## src/rtl/display_pkg.sv

```systemverilog
// rtl/display_pkg.sv - shared types and constants for the digit scan display
// Purpose: default digit count, display ceiling, BCD digit type and converter FSM states.
// Ports: none (package).
package display_pkg;

  localparam int DISPLAY_DIGITS    = 4;
  localparam int MAX_DISPLAY_VALUE = 10**DISPLAY_DIGITS - 1;

  typedef logic [3:0] bcd_digit_t;

  typedef enum logic [1:0] {
    IDLE,
    CONVERT,
    COMMIT
  } conv_state_t;

endpackage

```

## src/rtl/bin2bcd_seq.sv

```systemverilog
// rtl/bin2bcd_seq.sv - sequential shift-add-3 binary to packed BCD converter
// Purpose: saturates the input to 10^DIGITS-1, then runs one double-dabble step per cycle.
// Ports:
//   clk, rst_n : clock, asynchronous active-low reset
//   start      : request a conversion (honoured only in IDLE)
//   bin_in     : binary value, captured on an accepted start
//   busy       : high from the cycle after acceptance through COMMIT
//   done       : high during COMMIT; bcd_out is final in that cycle
//   bcd_out    : packed BCD accumulator, ones digit in bits [3:0]
module bin2bcd_seq
  import display_pkg::*;
#(
  parameter int BIN_W  = 14,
  parameter int DIGITS = DISPLAY_DIGITS
) (
  input  logic                clk,
  input  logic                rst_n,
  input  logic                start,
  input  logic [BIN_W-1:0]    bin_in,
  output logic                busy,
  output logic                done,
  output logic [4*DIGITS-1:0] bcd_out
);

  localparam int BCD_W   = 4 * DIGITS;
  localparam int CNT_W   = $clog2(BIN_W + 1);
  localparam int MAX_INT = 10**DIGITS - 1;
  localparam logic [BIN_W-1:0] MAX_BIN   = BIN_W'(MAX_INT);
  localparam logic [CNT_W-1:0] LAST_ITER = CNT_W'(BIN_W - 1);

  conv_state_t        r_state;
  conv_state_t        w_next;
  logic [BIN_W-1:0]   r_bin;
  logic [BCD_W-1:0]   r_acc;
  logic [CNT_W-1:0]   r_cnt;
  logic [BCD_W-1:0]   w_adj;

  always_ff @(posedge clk or negedge rst_n) begin
    if (!rst_n) begin
      r_state <= IDLE;
    end else begin
      r_state <= w_next;
    end
  end

  always_comb begin
    w_next = r_state;
    busy   = 1'b0;
    done   = 1'b0;
    case (r_state)
      IDLE: begin
        if (start) w_next = CONVERT;
      end
      CONVERT: begin
        busy = 1'b1;
        if (r_cnt == LAST_ITER) w_next = COMMIT;
      end
      COMMIT: begin
        busy   = 1'b1;
        done   = 1'b1;
        w_next = IDLE;
      end
      default: w_next = IDLE;
    endcase
  end

  // Add-3 correction so each nibble carries into the next decade after the shift.
  always_comb begin
    w_adj = r_acc;
    for (int d = 0; d < DIGITS; d++) begin
      if (r_acc[4*d +: 4] >= 4'd5) w_adj[4*d +: 4] = r_acc[4*d +: 4] + 4'd3;
    end
  end

  always_ff @(posedge clk or negedge rst_n) begin
    if (!rst_n) begin
      r_bin <= '0;
      r_acc <= '0;
      r_cnt <= '0;
    end else begin
      case (r_state)
        IDLE: begin
          if (start) begin
            r_bin <= (bin_in > MAX_BIN) ? MAX_BIN : bin_in;
            r_acc <= '0;
            r_cnt <= '0;
          end
        end
        CONVERT: begin
          {r_acc, r_bin} <= {w_adj, r_bin} << 1;
          r_cnt          <= r_cnt + CNT_W'(1);
        end
        default: ;
      endcase
    end
  end

  assign bcd_out = r_acc;

endmodule

```

## src/rtl/display_digit_scan.sv

```systemverilog
// rtl/display_digit_scan.sv - binary amount to multiplexed BCD digit scan for the segment decoder
// Purpose: converts a loaded amount to BCD, holds it in a display buffer and scans it digit by digit.
// Ports:
//   clk, rst_n      : clock, asynchronous active-low reset
//   value, load     : amount to show and its load strobe (dropped while busy)
//   blank_lz        : suppress leading zeros (ones digit always shown)
//   busy            : conversion in progress
//   bcd             : BCD code of the scanned digit
//   enable_segment  : 1 = show the scanned digit, 0 = blank
//   digit_sel       : one-hot digit select, bit 0 = ones digit
module display_digit_scan
  import display_pkg::*;
#(
  parameter int DIGITS      = DISPLAY_DIGITS,
  parameter int BIN_W       = 14,
  parameter int REFRESH_DIV = 50000
) (
  input  logic              clk,
  input  logic              rst_n,
  input  logic [BIN_W-1:0]  value,
  input  logic              load,
  input  logic              blank_lz,
  output logic              busy,
  output bcd_digit_t        bcd,
  output logic              enable_segment,
  output logic [DIGITS-1:0] digit_sel
);

  localparam int BCD_W = 4 * DIGITS;
  localparam int REF_W = (REFRESH_DIV > 1) ? $clog2(REFRESH_DIV) : 1;
  localparam int IDX_W = (DIGITS > 1) ? $clog2(DIGITS) : 1;
  localparam logic [REF_W-1:0]  REF_LAST = REF_W'(REFRESH_DIV - 1);
  localparam logic [IDX_W-1:0]  IDX_LAST = IDX_W'(DIGITS - 1);
  localparam logic [DIGITS-1:0] SEL_ONE  = DIGITS'(1);

  logic               w_busy;
  logic               w_done;
  logic [BCD_W-1:0]   w_acc;
  logic               w_upper_zero;
  logic               w_blank;

  logic [BCD_W-1:0]   r_buf;
  logic               r_valid;
  logic [REF_W-1:0]   r_ref_cnt;
  logic [IDX_W-1:0]   r_idx;
  bcd_digit_t         r_bcd;
  logic               r_en;
  logic [DIGITS-1:0]  r_sel;

  bin2bcd_seq #(
    .BIN_W  (BIN_W),
    .DIGITS (DIGITS)
  ) u_bin2bcd (
    .clk     (clk),
    .rst_n   (rst_n),
    .start   (load),
    .bin_in  (value),
    .busy    (w_busy),
    .done    (w_done),
    .bcd_out (w_acc)
  );

  // The buffer only changes on COMMIT, so the scan never sees a partial conversion.
  always_ff @(posedge clk or negedge rst_n) begin
    if (!rst_n) begin
      r_buf   <= '0;
      r_valid <= 1'b0;
    end else if (w_done) begin
      r_buf   <= w_acc;
      r_valid <= 1'b1;
    end
  end

  always_ff @(posedge clk or negedge rst_n) begin
    if (!rst_n) begin
      r_ref_cnt <= '0;
      r_idx     <= '0;
    end else if (r_ref_cnt == REF_LAST) begin
      r_ref_cnt <= '0;
      r_idx     <= (r_idx == IDX_LAST) ? '0 : r_idx + IDX_W'(1);
    end else begin
      r_ref_cnt <= r_ref_cnt + REF_W'(1);
    end
  end

  // True when the scanned digit and every more significant digit are zero.
  always_comb begin
    w_upper_zero = 1'b1;
    for (int d = 0; d < DIGITS; d++) begin
      if (d >= int'(r_idx) && r_buf[4*d +: 4] != 4'd0) w_upper_zero = 1'b0;
    end
  end

  assign w_blank = blank_lz && (r_idx != '0) && w_upper_zero;

  always_ff @(posedge clk or negedge rst_n) begin
    if (!rst_n) begin
      r_bcd <= '0;
      r_en  <= 1'b0;
      r_sel <= SEL_ONE;
    end else begin
      r_bcd <= r_buf[4*r_idx +: 4];
      r_en  <= r_valid && !w_blank;
      r_sel <= SEL_ONE << r_idx;
    end
  end

  assign busy           = w_busy;
  assign bcd            = r_bcd;
  assign enable_segment = r_en;
  assign digit_sel      = r_sel;

endmodule

```

## config.mk

```make
export PLATFORM = sky130hd
export DESIGN_NAME = display_digit_scan
export DESIGN_NICKNAME = d
export VERILOG_FILES = /design/src/rtl/display_pkg.sv /design/src/rtl/bin2bcd_seq.sv /design/src/rtl/display_digit_scan.sv
export SDC_FILE = /design/constraint.sdc
export NUM_CORES = 1
export LEC_CHECK = 0
export BUFFER_PORTS_ARGS = -buffer_cell sky130_fd_sc_hd__buf_4
export CAP_MARGIN = 20
export CORE_MARGIN = 2
export CORE_UTILIZATION = 45
export CTS_BUF_LIST = sky130_fd_sc_hd__clkbuf_4
export DETAILED_ROUTE_END_ITERATION = 10
export PLACE_DENSITY = 0.71
export SLEW_MARGIN = 20
export SYNTH_ARGS = -nofsm -noshare
export SYNTH_HDL_FRONTEND = slang
export SYNTH_HIERARCHICAL = 1
export SYNTH_SLANG_ARGS = --single-unit
```

## constraint.sdc

```tcl
create_clock -name clk -period 4 [get_ports clk]
set_input_delay 0.6 -clock clk [delete_from_list [all_inputs] [get_ports clk]]
set_output_delay 0.6 -clock clk [all_outputs]
set_load 0.01 [all_outputs]
```

==> results of run 1 <==
-- synth_stat cells (5+ instances only) --
library cell  count
dfrtp_1          79
nor2_1           22
inv_1            20
ha_1             19
mux2_2           17
a21oi_1          16
nand2_1          14
o22ai_1          14
xnor2_1          11
xor2_1            9
o21ai_0           8
nand3_1           7
nand2b_1          6
nand4_1           5
-- state kept, by name (all words and copies together) (netlist names) --
name,count
r_valid,1
r_idx,2
u_bin2bcd/r_cnt,4
u_bin2bcd/r_state,2
digit_sel,4
u_bin2bcd/r_bin,14
r_buf,16
u_bin2bcd/bcd_out,16
r_ref_cnt,16
bcd,4
enable_segment,1
-- per-stage QoR --
stage | utilization | cell area (sq um) | cells | setup WS [ns] | hold WS, ns
3_3_place_gp | 0.4946 | 4044 | 440 | 1.918 | 0.4566
2_1_floorplan | - | 3781 | 319 | 2.270 | 0.3044
3_5_place_dp | 0.4946 | 4044 | 440 | 1.851 | 0.4742
6_report | 0.5147 | 4208 | 456 | 1.780 | 0.1856
5_1_grt | 0.5147 | 4208 | 456 | 1.574 | 0.2333
4_1_cts | 0.5142 | 4204 | 456 | 1.808 | 0.3401
-- cell type report --
class,instances,share of cell area
clock buffer,10,0.01784
clock inverter,6,0.02022
sequential,80,0.4761
timing repair buffer,27,0.04906
tap,105,0.03122
inverter,21,0.01873
multi-input combinational,207,0.3869
-- power groups by stage --
stage / clock, uW / sequential (uW) / combinational, uW
after floorplan: 0 / 1040 / 528
after global placement: 0 / 1060 / 656
after detailed placement: 0 / 1060 / 677
after CTS: 556 / 1050 / 679
after global routing: 589 / 1060 / 754
final: 537 / 1040 / 672
-- kinds of logic (layout without fill, tap and decap cells) --
| kind of cell | Yosys count | after routing | synth area share |
|---|---|---|---|
| buf+inv | 32 | 64 | 0.03971 |
| mux | 23 | 23 | 0.08107 |
| compound gates | 70 | 70 | 0.1291 |
| simple gates | 75 | 75 | 0.1112 |
| flops | 80 | 80 | 0.5298 |
| xor+xnor | 20 | 20 | 0.04633 |
| fa+ha+maj | 19 | 19 | 0.06287 |
-- layer usage --
layer / up-vias / track usage / part of all wire
met4: 0 / 0.08929 / 0.018
li1: 1228 / - / -
met2: 50 / 0.2529 / 0.46
met5: - / 0 / 0
met3: 7 / 0.02925 / 0.031
met1: 1267 / 0.2451 / 0.49
-- worst max-delay path, cell delays in order (launching register included) --
cell and delay (ns):
dfrtp_1 0.40, inv_1 0.09, ha_1 0.37, inv_2 0.14, nor2_1 0.82, a222oi_1 0.21, inv_1 0.12
-- path summary, 6_finish.rpt --
| path | cells after the start | to | slack [ns] | from |
|---|---|---|---|---|
| worst max-delay path | 6 | u_bin2bcd/r_bin[7]$_DFFE_PN0P_ | 1.78 | u_bin2bcd/r_state[1]$_DFFE_PN0P_ |
| worst max register to register | 6 | u_bin2bcd/r_bin[7]$_DFFE_PN0P_ | 1.78 | u_bin2bcd/r_state[1]$_DFFE_PN0P_ |
| worst min register to register | 1 | r_ref_cnt[12]$_DFF_PN0_ | 0.49 | r_ref_cnt[12]$_DFF_PN0_ |
| worst min-delay path | 1 | u_bin2bcd/r_bin[12]$_DFFE_PN0P_ | 0.19 | rst_n |
| max in group asynchronous | 1 | digit_sel[1]$_DFF_PN0_ | 3.33 | rst_n |
| min in group clk | 3 | u_bin2bcd/r_bin[6]$_DFFE_PN0P_ | 0.42 | value[6] |
==> parameters.txt, run 1 <==
Parameter                              Value

GRT
  Initial antenna violation count ... 0
  Number of global-route vias before repair ... around 2,500
  Global-route total usage across every layer ... 0.1724
  Wire length of the first global-routing pass ... approximately 12 mm
  Pin count of the biggest net entering global routing ... 81
  Overflow left after global routing ... 0

Logic synthesis
  Primary flip-flop cell chosen by synthesis mapping ... dfrtp_1
  Post-synth top area share ... 0.5228
  Register bit total from synthesis ... 80
  Count of unique library cells instantiated by Yosys ... 52
  Fraction of synthesis flops using an asynchronous set or reset pin ... 1.000
  Post-synthesis instance total ... approximately 320
  Number of warnings printed during yosys synthesis ... 6
  Sequential fraction of the synthesis area ... 0.5298
  Library cell with the largest summed area after synthesis ... dfrtp_1
  Cell types with the largest area share after synthesis ... dfrtp_1 (52%), ha_1 (6.3%), mux2_2 (5.1%)
  EDFF count, synth ... 0
  Mapped Nets ... approximately 360
  Synth Area per Inst ... ~12 sq um
  Post-Syn Area ... 3781 sq um

Die
  Area enclosed by the die boundary ... 9152 sq um
  Placeable core region ... ~8000 sq um
  Die outline width ... between 90 and 100 um
  Number of placement rows ... 33
  Starting density of the core ... 0.4625
  Die Y ... around 96 um
  Total I/O pin count ... 28

Pwr
  Peak supply drop ... just under 300 uV
  Switching power share of the total ... 0.3421
  Power Density ... 535.4 nW/um^2
  Clock Power Share ... 0.238
  Pint ... ~1500 uW
  Leakage ... 0.001921 uW
  Sequential power share ... 0.464
  Switching power of the nets ... between 700 and 800 uW
  Total power ... around 2300 uW
  Fraction of power consumed by combinational cells ... 0.298

Setup path
  Startpoint type of the worst setup path ... flip-flop
  Worst EP required ... ~4.4 ns
  Worst-path maximum fanout ... 13
  Crit path capture type ... flip-flop
  Worst path arrival time ... between 2 and 3 ns
  Type of the worst setup path ... flip-flop to flip-flop

Route
  Post-route DRC ... 0
  Average vias per placed instance ... roughly 5.6
  Number of detailed-route iterations in the first pass ... 4
  Post-detailed-route count of antenna-violating nets ... 0
  Final wirelength ... between 6 and 7 mm
  WL per Instance ... 15.17 um
  DRC violation total after the first TritonRoute iteration ... 178
  Total via count after detailed routing ... 2,552

Placed design
  Final weighted congestion in routability-driven placement ... roughly 0.73
  Total half-perimeter wirelength after legalization and detailed placement ... 4.664 mm
  PortBufs ... 27

STA
  Worst slew margin ... 0.2997
  Measured slew at the worst slew-check pin ... around 1.0 ns
  Maximum achievable frequency ... about 450 MHz
  Post-route minimum period ... 2.220 ns
  Sum Neg Setup Slack ... 0 ns
  Final worst path period share ... 0.5549
  Unrepaired setup endpoints after global routing ... false
  Worst clock skew ... around 0.024 ns
  Number of failing hold endpoints at the final stage ... 0
  Final-report max-slew violation count ... 0
  # setup viols final ... 0

Min path
  Hold crit path type ... input pin to async pin

Finish
  Final Net Count ... approximately 380
  Area taken by flip-flops and latches ... ~2000 sq um
  Top library cells by usage in the layout, fill and taps aside ... dfrtp_1 (79), buf_4 (26), nor2_1 (22)
  Area growth from synthesis to final layout ... 11.28%
  Fillers ... around 740
  Diode count ... 0
  Fraction of final layout cells sized beyond drive strength 1 ... 0.2051
  Most common cell after layout, fill and taps aside ... dfrtp_1
  Area of combinational cells with multiple inputs ... ~1600 sq um

Clock network
  Post-CTS Hold Buffers ... 0
  Number of buffers created by CTS ... 9
  CTS clock-pin slew for the worst setup and hold paths ... ~0.12 ns
  Post-CTS resize count ... 0
  H-tree depth ... 3
  Count of clock tree sinks ... 80
  Root buffer selected by CTS ... clkbuf_4
  Number of buffers between clock root and the deepest sink ... 2
  Insertion delay of the later-clocked pin in the worst-skew pair ... 0.44 ns
  TritonCTS clock tree ... built
  Post-CTS Setup Inserts ... 0

Flow run
  Reported max-cap violation count ... 0

Run status
  Run status ... finished, final reports clean
No activity file was read; power rests on OpenSTA's default activity.
==> run 2: changes to the inputs <==
PLACE_DENSITY = 0.73   (was 0.71)
clock period = 2 ns   (was 4 ns; I/O delays follow)
==> run 2 against run 1 <==
Compared with the run above:
- core utilization increased by 0.83 points
- worst hold slack got worse by 0.062 ns
- cell area is 1.6% higher
- largest cell class unchanged
==> parameters.txt, run 2 (synthesis gave the netlist of run 1 again) <==
Parameter                              Value

Setup path
  Worst EP required ... 2.32 ns (was 4.35 ns)
  Worst-path maximum fanout ... 5 (was 13)
  Type of the worst setup path ... flip-flop to flip-flop (unchanged)
  Register-to-register setup slack ... 0.11 ns (was 1.78 ns)
  Worst path arrival time ... 2.21 ns (was 2.57 ns)
  Startpoint type of the worst setup path ... flip-flop (unchanged)
  Crit path capture type ... flip-flop (unchanged)

STA
  Sum Neg Setup Slack ... 0 ns (unchanged)
  Final-report max-slew violation count ... 0 (unchanged)
  Fin Hold WS ... 0.1235 ns (was 0.1856 ns)
  # setup viols final ... 0 (unchanged)
  Worst slew margin ... 0.7286 (was 0.2997)
  Unrepaired setup endpoints after global routing ... false (unchanged)
  Final worst path period share ... 0.9437 (was 0.5549)
  Maximum achievable frequency ... 529.8 MHz (was 450.5 MHz)
  Post-route minimum period ... 1.887 ns (was 2.220 ns)
  Measured slew at the worst slew-check pin ... 0.4018 ns (was 1.047 ns)
  Worst clock skew ... 0.01102 ns (was 0.02415 ns)
  Number of failing hold endpoints at the final stage ... 0 (unchanged)

Die
  Area enclosed by the die boundary ... 9152 sq um (unchanged)
  Die outline width ... 95.67 um (unchanged)
  Number of placement rows ... 33 (unchanged)
  Placeable core region ... 8175 sq um (unchanged)
  Die Y ... 95.67 um (unchanged)
  Total I/O pin count ... 28 (unchanged)
  Starting density of the core ... 0.4625 (unchanged)

GRT
  Initial antenna violation count ... 0 (unchanged)
  Overflow left after global routing ... 0 (unchanged)
  Number of global-route vias before repair ... 2,586 (was 2,512)
  Pin count of the biggest net entering global routing ... 39 (was 81)
  Wire length of the first global-routing pass ... 12.14 mm (was 12.00 mm)
  Global-route total usage across every layer ... 0.1744 (was 0.1724)

Finish
  Post-Layout Inst Area ... 4275 sq um (was 4208 sq um)
  Most common cell after layout, fill and taps aside ... dfrtp_1 (unchanged)
  Diode count ... 0 (unchanged)
  Final Net Count ... 396 (was 383)
  Top library cells by usage in the layout, fill and taps aside ... dfrtp_1 (79), buf_4 (37), nor2_1 (22) (was dfrtp_1 (79), buf_4 (26), nor2_1 (22))
  Area of combinational cells with multiple inputs ... 1628 sq um (unchanged)
  Area growth from synthesis to final layout ... 13.07% (was 11.28%)
  Area taken by flip-flops and latches ... 2003 sq um (unchanged)
  Fillers ... 734 (was 742)
  Fraction of final layout cells sized beyond drive strength 1 ... 0.2308 (was 0.2051)
  Count of placed standard cells in the final layout, fillers left out ... 469 (was 456)
  Utilization after layout ... 0.5230 (was 0.5147)

Route
  Post-route DRC ... 0 (unchanged)
  Total via count after detailed routing ... 2,552 (unchanged)
  Post-detailed-route count of antenna-violating nets ... 0 (unchanged)
  Number of detailed-route iterations in the first pass ... 4 (unchanged)
  Final wirelength ... 7.002 mm (was 6.917 mm)
  DRC violation total after the first TritonRoute iteration ... 113 (was 178)
  WL per Instance ... 14.93 um (was 15.17 um)
  Average vias per placed instance ... 5.441 (was 5.596)

Pwr
  Power Density ... 1011 nW/um^2 (was 535.4 nW/um^2)
  Peak supply drop ... 623.7 uV (was 294.3 uV)
  Leakage ... 0.001966 uW (was 0.001921 uW)

Clock network
  Number of buffers created by CTS ... 9 (unchanged)
  Root buffer selected by CTS ... clkbuf_4 (unchanged)
  Number of buffers between clock root and the deepest sink ... 2 (unchanged)
  Post-CTS Hold Buffers ... 1 (was 0)
  H-tree depth ... 3 (unchanged)
  Post-CTS Setup Inserts ... 0 (unchanged)
  Count of clock tree sinks ... 80 (unchanged)
  Post-CTS resize count ... 0 (unchanged)
  Insertion delay of the later-clocked pin in the worst-skew pair ... 0.42 ns (was 0.44 ns)
  TritonCTS clock tree ... built (unchanged)
  CTS clock-pin slew for the worst setup and hold paths ... 0.12 ns (about the same)

Run status
  Run status ... finished, final reports clean (unchanged)

Placed design
  Total half-perimeter wirelength after legalization and detailed placement ... 5.008 mm (was 4.664 mm)
  Placed Cells incl. Taps ... 452 (was 440)
  Post-DP Area ... 4159 sq um (was 4044 sq um)
  PortBufs ... 27 (unchanged)
  Final weighted congestion in routability-driven placement ... 0.7930 (was 0.7345)

Min path
  Hold crit path type ... input pin to flip-flop (was input pin to async pin)

Flow run
  Reported max-cap violation count ... 0 (unchanged)
run 2: cell count changes in the layout (fill, tap and decap cells not counted):
cell,change
buf_4,+11
clkbuf_4,-1
clkinvlp_4,+1
clkinv_2,+3
buf_6,-1
clkinv_4,-1
buf_12,+2
bufinv_16,-2
dlygate4sd3_1,+1
run 2: path summary, 6_finish.rpt:
kind,cells past startpoint,from,end
setup reg to reg,5,r_ref_cnt[5]$_DFF_PN0_,r_idx[0]$_DFFE_PN0N_
min in group asynchronous,2,rst_n,u_bin2bcd/r_bin[12]$_DFFE_PN0P_
setup / recovery,5,r_ref_cnt[5]$_DFF_PN0_,r_idx[0]$_DFFE_PN0N_
hold / removal,3,value[4],u_bin2bcd/r_bin[4]$_DFFE_PN0P_
hold reg to reg,1,r_valid$_DFFE_PN0P_,r_valid$_DFFE_PN0P_
max in group asynchronous,3,rst_n,r_buf[6]$_DFFE_PN0P_
run 2: report_power, final:
| group | leakage, uW | internal (uW) | switching (uW) |
|---|---|---|---|
| combinational | 0.000860 | 633 | 819 |
| clock | 0.0000589 | 242 | 545 |
| sequential | 0.00105 | 1900 | 189 |
| total | 0.00197 | 2770 | 1550 |
run 2: final cells by class:
type,instances,share of cell area
Sequential cell,80,0.4685
Multi-Input combinational cell,207,0.3807
Timing Repair Buffer,40,0.07668
Tap cell,105,0.03073
Inverter,21,0.01844
Clock buffer,9,0.01580
Clock inverter,7,0.009072
run 2: per-stage QoR:
stage	power, uW	worst slack, ns
floorplan	3130	0.2703
global placement	3521	0.1551
detailed placement	3574	0.1188
CTS	4375	0.1061
global route	4654	0.04820
finish	4324	0.1125
run 2: critical path: stages, from the launching register on:
cell	delay (ns)
dfrtp_1	0.45
or4b_4	0.57
nor4_4	0.38
buf_4	0.19
nor2_1	0.04
a31o_1	0.17
run 2: per-layer routing:
metal	share of wire	wire length [um]	vias to the layer above	GRT usage
li1	-	-	1251	-
met1	0.47	3308	1235	0.2388
met2	0.47	3304	54	0.2686
met3	0.036	251	12	0.03004
met4	0.020	137	0	0.08571
met5	0	0	-	0
